<file path="src/rtl/mem_access.sv">
// Memory-access pipeline stage: passes ALU results through and runs one
// outstanding req/ack data-memory transaction for LD/ST instructions.
module mem_access (
    input  logic        CLK,
    input  logic        RSTN,
    input  logic        valid_in,
    input  logic [15:0] ir_in,
    input  logic [15:0] alu_in,
    input  logic [15:0] st_data,
    output logic        stall,
    output logic        mem_req,
    output logic        mem_we,
    output logic [15:0] mem_addr,
    output logic [15:0] mem_wdata,
    input  logic        mem_ack,
    input  logic [15:0] mem_rdata,
    output logic        valid_q,
    output logic [15:0] ir_q,
    output logic [15:0] alu_q,
    output logic [15:0] ld_q
);

    typedef enum logic {
        IDLE = 1'b0,
        BUSY = 1'b1
    } state_t;

    state_t state;

    logic is_ld;
    logic is_st;
    logic accept;
    logic busy_ld;

    assign is_ld = (ir_in[15:14] == 2'b00) && (ir_in[7:0] == 8'h01);
    assign is_st = (ir_in[15:14] == 2'b00) && (ir_in[7:0] == 8'h02);

    // ir_q holds the in-flight instruction for the whole BUSY period
    assign busy_ld = (ir_q[15:14] == 2'b00) && (ir_q[7:0] == 8'h01);

    assign stall  = (state == BUSY);
    assign accept = valid_in && !stall;

    always_ff @(posedge CLK or negedge RSTN) begin
        if (!RSTN) begin
            state     <= IDLE;
            mem_req   <= 1'b0;
            mem_we    <= 1'b0;
            mem_addr  <= '0;
            mem_wdata <= '0;
            valid_q   <= 1'b0;
            ir_q      <= '0;
            alu_q     <= '0;
            ld_q      <= '0;
        end else begin
            unique case (state)
                IDLE: begin
                    valid_q <= 1'b0;
                    if (accept) begin
                        ir_q  <= ir_in;
                        alu_q <= alu_in;
                        if (is_ld || is_st) begin
                            mem_req   <= 1'b1;
                            mem_addr  <= alu_in;
                            mem_we    <= is_st;
                            mem_wdata <= is_st ? st_data : 16'h0000;
                            state     <= BUSY;
                        end else begin
                            valid_q <= 1'b1;
                        end
                    end
                end
                BUSY: begin
                    if (mem_ack) begin
                        mem_req <= 1'b0;
                        mem_we  <= 1'b0;
                        valid_q <= 1'b1;
                        if (busy_ld) begin
                            ld_q <= mem_rdata;
                        end
                        state <= IDLE;
                    end
                end
            endcase
        end
    end

endmodule

</file>
<file path="config.mk">
export PLATFORM = sky130hd
export DESIGN_NAME = mem_access
export DESIGN_NICKNAME = d
export VERILOG_FILES = /design/src/rtl/mem_access.sv
export SDC_FILE = /design/constraint.sdc
export NUM_CORES = 1
export LEC_CHECK = 0
export BUFFER_PORTS_ARGS = -buffer_cell sky130_fd_sc_hd__buf_2
export CORE_MARGIN = 3
export CORE_UTILIZATION = 25
export CTS_CLUSTER_SIZE = 30
export DETAILED_ROUTE_END_ITERATION = 6
export GPL_TIMING_DRIVEN = 0
export PLACE_DENSITY = 0.55
export SYNTH_ARGS = -nofsm -noshare
export SYNTH_HDL_FRONTEND = slang
export SYNTH_SLANG_ARGS = --single-unit
export TNS_END_PERCENT = 10
</file>
<file path="constraint.sdc">
create_clock -name CLK -period 1.7 [get_ports CLK]
set_input_delay 0.085 -clock CLK [delete_from_list [all_inputs] [get_ports CLK]]
set_output_delay 0.085 -clock CLK [all_outputs]
set_load 0.02 [all_outputs]
</file>
# [Word-level counts from Yosys, hierarchy flattened]
# Cells that the tools add are included.
[op_classes] n_eq_ne=6 n_mux=16 bitwise_logic=1 n_reduce_logical=12
[op_table] op="$eq A8 B1 Y1 const B" count=2
[op_table] op="$mux W16" count=1
[op_table] op="$mux W1" count=11
[op_table] op="$reduce_and A3 Y1" count=3
[op_table] op="$eq A8 B2 Y1 const B" count=1
[op_table] op="$pmux W1 S2" count=4
[op_table] op="$ne A2 B2 Y1 const B" count=3
[op_table] op="$logic_and A1 B1 Y1" count=4
[op_table] op="$logic_not A2 Y1" count=2
[op_table] op="$reduce_and A2 Y1" count=1
[op_table] op="$logic_not A1 Y1" count=1
[op_table] op="$logic_or A1 B1 Y1" count=1
[op_table] op="$not A1 Y1" count=1
[word_totals] register_bits=84 in_bits=68 out_inout_bits=84 wordCells=44

# [Depth between registers and ports, before layout]
[depth] ltp_word=6 ltp_mapped=6 ltp_nobuf=3

# [Worst setup path after synthesis]
# Ideal clock, no wire load.
[synth_path] kind="flip-flop to flip-flop" from="register state (netlist: stall)" to="register mem_addr[13]" setup_ns=0.125 arrival_time_ns=1.533 required_time_ns=1.575 path_slack_ns=0.042 stages_incl_launch_ff=6 path_cell_list="dfrtp_1 nor2b_1 clkbuf_1 nand4_4 buf_2 mux2_4"
[synth_via] elab_chain_cells=3 word_cells_on_any_way=4
[synth_rtl] item="start, declared" line_no="28" rtl="state_t state;"
[synth_rtl] item="start signal, assigned" line_no="46" rtl="state <= IDLE;"
[synth_rtl] item="start signal, assigned" line_no="67" rtl="state <= BUSY;"
[synth_rtl] item="start signal, assigned" line_no="81" rtl="state <= IDLE;"
[synth_rtl] item="$logic_not A1 Y1" line_no="42" rtl="assign accept = valid_in && !stall;"
[synth_rtl] item="$logic_and A1 B1 Y1" line_no="42"
[synth_rtl] item="$reduce_and A3 Y1 (no line) (*)"
[synth_rtl] item="end signal, assigned" line_no="64" rtl="mem_addr <= alu_in;"
[synth_rtl] item="end, declared" line_no="13" rtl="output logic [15:0] mem_addr,"
# Every way passes the cells marked *; elsewhere a longest branch is shown, timed or not.
# A chain may end at the register's enable or synchronous reset.

# [Worst setup path in the final report]
[layout_path] from="register ir_q[14]" to="register ld_q[13]"
[layout_via] elab_chain_cells=3
[layout_rtl] item="start, declared" line_no="18" rtl="output logic [15:0] ir_q,"
[layout_rtl] item="start signal, assigned" line_no="60" rtl="ir_q <= ir_in;"
[layout_rtl] item="$logic_not A2 Y1" line_no="39" rtl="assign busy_ld = (ir_q[15:14] == 2'b00) && (ir_q[7:0] == 8'h01);"
[layout_rtl] item="$logic_and A1 B1 Y1" line_no="39"
[layout_rtl] item="$reduce_and A3 Y1 (no line)"
[layout_rtl] item="end signal, assigned" line_no="79" rtl="ld_q <= mem_rdata;"
[layout_rtl] item="end, declared" line_no="20" rtl="output logic [15:0] ld_q"
# No other way between the ends.

==> out/qor.yml <==
global_route:
  largest_net_degree_at_the_start_of_global_routing: 48
  grt_pass1_wl_um: 13960
  grtUsageTotal: 0.1249
  via_count_of_the_first_global_routing_pass: 2689
  gr-total-overflow: 0
  antenna_found_initial: 0
routing:
  drt-vias-per-instance: 4.133
  detail-route-antenna-nets: 0
  routed_wl_um: 8680
  post_drt_wl_per_cell_um: 14.47
  routed-via-count: 2480
  detail_route.drc_violations: 0
  dr.first_iter.drc_count: 69
  drtPass1Iterations: 4
die:
  std_cell_rows: 41
  boundaryPins: 152
  die-width_um: 120.2
  fp.coreArea_mm2: 0.01267
  die-area_mm2: 0.01444
  chipHeight_um: 120.2
  initial_core_util: 0.2572
run_status:
  outcome: "completed"
final_layout:
  post_route_cells_drive_above_1_share: 0.5911
  flow.area_growth_from_synthesis_pct: 59.12
  layout.filler_cells: 1210
  final_nets: 494
  antennaDiodeCount: 0
  design_area_mm2: 0.005186
cts:
  max-clock-path-buffers: 2
  cts_num_sinks: 84
  clk_latency_ns: 0.34
  clock-root-buffer: "clkbuf_16"
  cts_tree: "built"
  ctsHtreeMaxLevel: 3
  clock_buffer_count_from_cts: 9
  cts_clock_pin_slew_for_the_worst_setup_and_hold_paths_ns: 0.06
critical_path:
  criticalPathCategory: "reg -> reg"
  critical_path.reg2reg.startpoint: "ir_q[14]"
  critical-path-top-delay-family: "simple AND/OR/NAND/NOR gates"
  regToRegSetupSlack_ns: 0.09
  cp.buffers_inverters: 1
  worst-path-max-fanout: 10
  worst_r2r_path_depth: 4
  timing.critical_path.slowest_stage_cell: "dfrtp_1"
  endpoint_kind: "register"
  r2r_end: "ld_q[13]"
  critical_path.startpoint_type: "register"
  crit_path_max_incr_delay_ns: 0.39
  crit_chain: "nor4b_1 > nand3_2 > buf_4 > mux2_2"
  cp.required_ns: 1.92
  timing.critical_path.arrival_ns: 1.84
logic_synthesis:
  post-synth-top-area-fraction: 0.6449
  ys_top_cells_by_area: "dfrtp_1, mux2_2, mux2_4, a22o_1, nor4_4"
  yosysSeqAreaShare: 0.6449
  yosys_register_bits: 84
  synth_cell_types: 24
  yosysWarningCount: 0
  synth_area_leader_cell: "dfrtp_1"
  synthCells: 199
  nets_in_the_synthesized_netlist: 267
  postSynthAreaPerCell_um2: 16.38
  netlist_area_mm2: 0.003259
placement:
  io_buffer_count: 151
  postPlaceCellArea_mm2: 0.004260
  place_congestion: 0.6415
  hpwlAfterDp_um: 6019
min_path:
  hold_depth: 2
  hold_wc_startpoint: "ir_in[0]"
  hold_end: "ir_q[0]"
  holdCritPathClass: "in -> reg"
sta:
  fin_crit_sh: 0.9495
  period_needed_ns: 1.614
  final.setup_skew_ns: 0.004794
  worstMarginPinSlew_ns: 0.5060
  final-max-slew-violation-count: 0
  number_of_setup_violations_in_the_final_report: 0
  slew_headroom: 0.6627
  timing.setup.tns_ns: 0
  number_of_endpoints_with_negative_hold_slack_in_the_final_report: 0
  max_clock_freq_mhz: 619.5
pwr:
  power.static_leakage_nw: 2.726
  power.density_mw_per_mm2: 903.4
  peakVddDrop_v: 0.0004513
run:
  drv_cap: 0
-- area by class of cell --
| class | instances | area (µm²) | area share |
|---|---|---|---|
| Clock inverter | 3 | 40.04 | 0.007720 |
| Tap cell | 172 | 215.2 | 0.04150 |
| Buffer | 10 | 70.07 | 0.01351 |
| Timing Repair Buffer | 216 | 1409 | 0.2717 |
| Inverter | 3 | 11.26 | 0.002171 |
| Clock buffer | 10 | 239.0 | 0.04608 |
| Sequential cell | 84 | 2102 | 0.4053 |
| Multi-Input combinational cell | 102 | 1100 | 0.2121 |
-- registers in the layout (all words and copies together), names as in the netlist --
signal / count
mem_wdata: 16
mem_req: 1
ld_q: 16
mem_we: 1
alu_q: 16
mem_addr: 16
stall: 1
ir_q: 16
valid_q: 1
-- timing repair --
item,4_1_cts,5_1_grt
setup buffers,1,6
endpoints found under the hold margin,108,0
pin swaps,0,1
cloned,0,0
endpoints found under the setup margin,68,33
gates resized for setup,5,3
hold buffers,57,0
-- layer usage --
metal	GRT usage	vias up	part of all wire
li1	-	1169	-
met3	0.04256	15	0.073
met1	0.1488	1209	0.41
met5	0	-	0
met2	0.1999	87	0.49
met4	0.06514	0	0.025
-- how the worst max path moves through the flow --
stage	start	end	slack, ns	depth (start not counted)
CTS	ir_q[2]	ld_q[13]	0.03	4
finish	ir_q[14]	ld_q[13]	0.09	4
detailed placement	stall	mem_addr[13]	-0.19	5
global placement	stall	mem_addr[13]	-0.21	5
floorplan	stall	mem_addr[13]	0.04	5
global route	stall	mem_wdata[7]	-0.003	6
-- report_power, final --
group / internal [W] / switching, W
Combinational: 0.000317 / 0.000324
Clock: 0.00115 / 0.000735
Sequential: 0.00210 / 0.0000594
-- cells in the mapped netlist --
| cell type | number |
|---|---|
| xor2_1 | 1 |
| nand2_1 | 4 |
| a22o_1 | 14 |
| buf_6 | 1 |
| o21ai_0 | 3 |
| mux2i_1 | 2 |
| a31o_2 | 1 |
| nand4_4 | 1 |
| nor4_1 | 1 |
| mux2_4 | 11 |
| nand3_1 | 1 |
| clkbuf_1 | 1 |
| inv_1 | 3 |
| and4bb_2 | 1 |
| nor2b_1 | 2 |
| buf_4 | 1 |
| buf_2 | 7 |
| nor4b_1 | 1 |
| dfrtp_1 | 84 |
| mux2_2 | 53 |
| and3_1 | 1 |
| and4_1 | 1 |
| nor4_4 | 2 |
| nand4_1 | 2 |
-- layout by cell type, fill, tap and decap left out, types with 2 or more instances in the layout --
| master | netlist | final |
|---|---|---|
| dfrtp_1 | 84 | 84 |
| nor4_4 | 2 | 2 |
| inv_1 | 3 | 3 |
| mux2i_1 | 2 | 2 |
| buf_4 | 1 | 11 |
| clkinv_2 | 0 | 2 |
| nand4_1 | 2 | 2 |
| nand2_1 | 4 | 4 |
| mux2_4 | 11 | 11 |
| mux2_2 | 53 | 53 |
| buf_2 | 7 | 155 |
| dlygate4sd3_1 | 0 | 57 |
| clkbuf_16 | 0 | 9 |
| a22o_1 | 14 | 14 |
| nor2b_1 | 2 | 2 |
| o21ai_0 | 3 | 3 |
-- stage by stage --
step	setup slack [ns]	power (W)	hold WS, ns	util	instances
4_1_cts	0.02525	0.004760	0.004100	0.4051	594
2_1_floorplan	0.04151	0.002456	-0.2106	-	199
3_5_place_dp	-0.1939	0.002742	0.09015	0.3362	523
3_3_place_gp	-0.2127	0.002722	0.3040	0.3339	522
6_report	0.08581	0.004685	0.02429	0.4093	600
5_1_grt	-0.002863	0.004912	0.01720	0.4093	600
-- cell families after synthesis --
| group | count (synthesis) | share of synthesized area |
|---|---|---|
| DFF | 84 | 0.6449 |
| muxes | 66 | 0.2399 |
| AOI/OAI and AO/OA | 18 | 0.04491 |
| and+or+nand+nor | 17 | 0.04645 |
| buffers and inverters | 13 | 0.02111 |
| xor gates and xnor gates | 1 | 0.002688 |
Power figures use the tool's default switching activity.
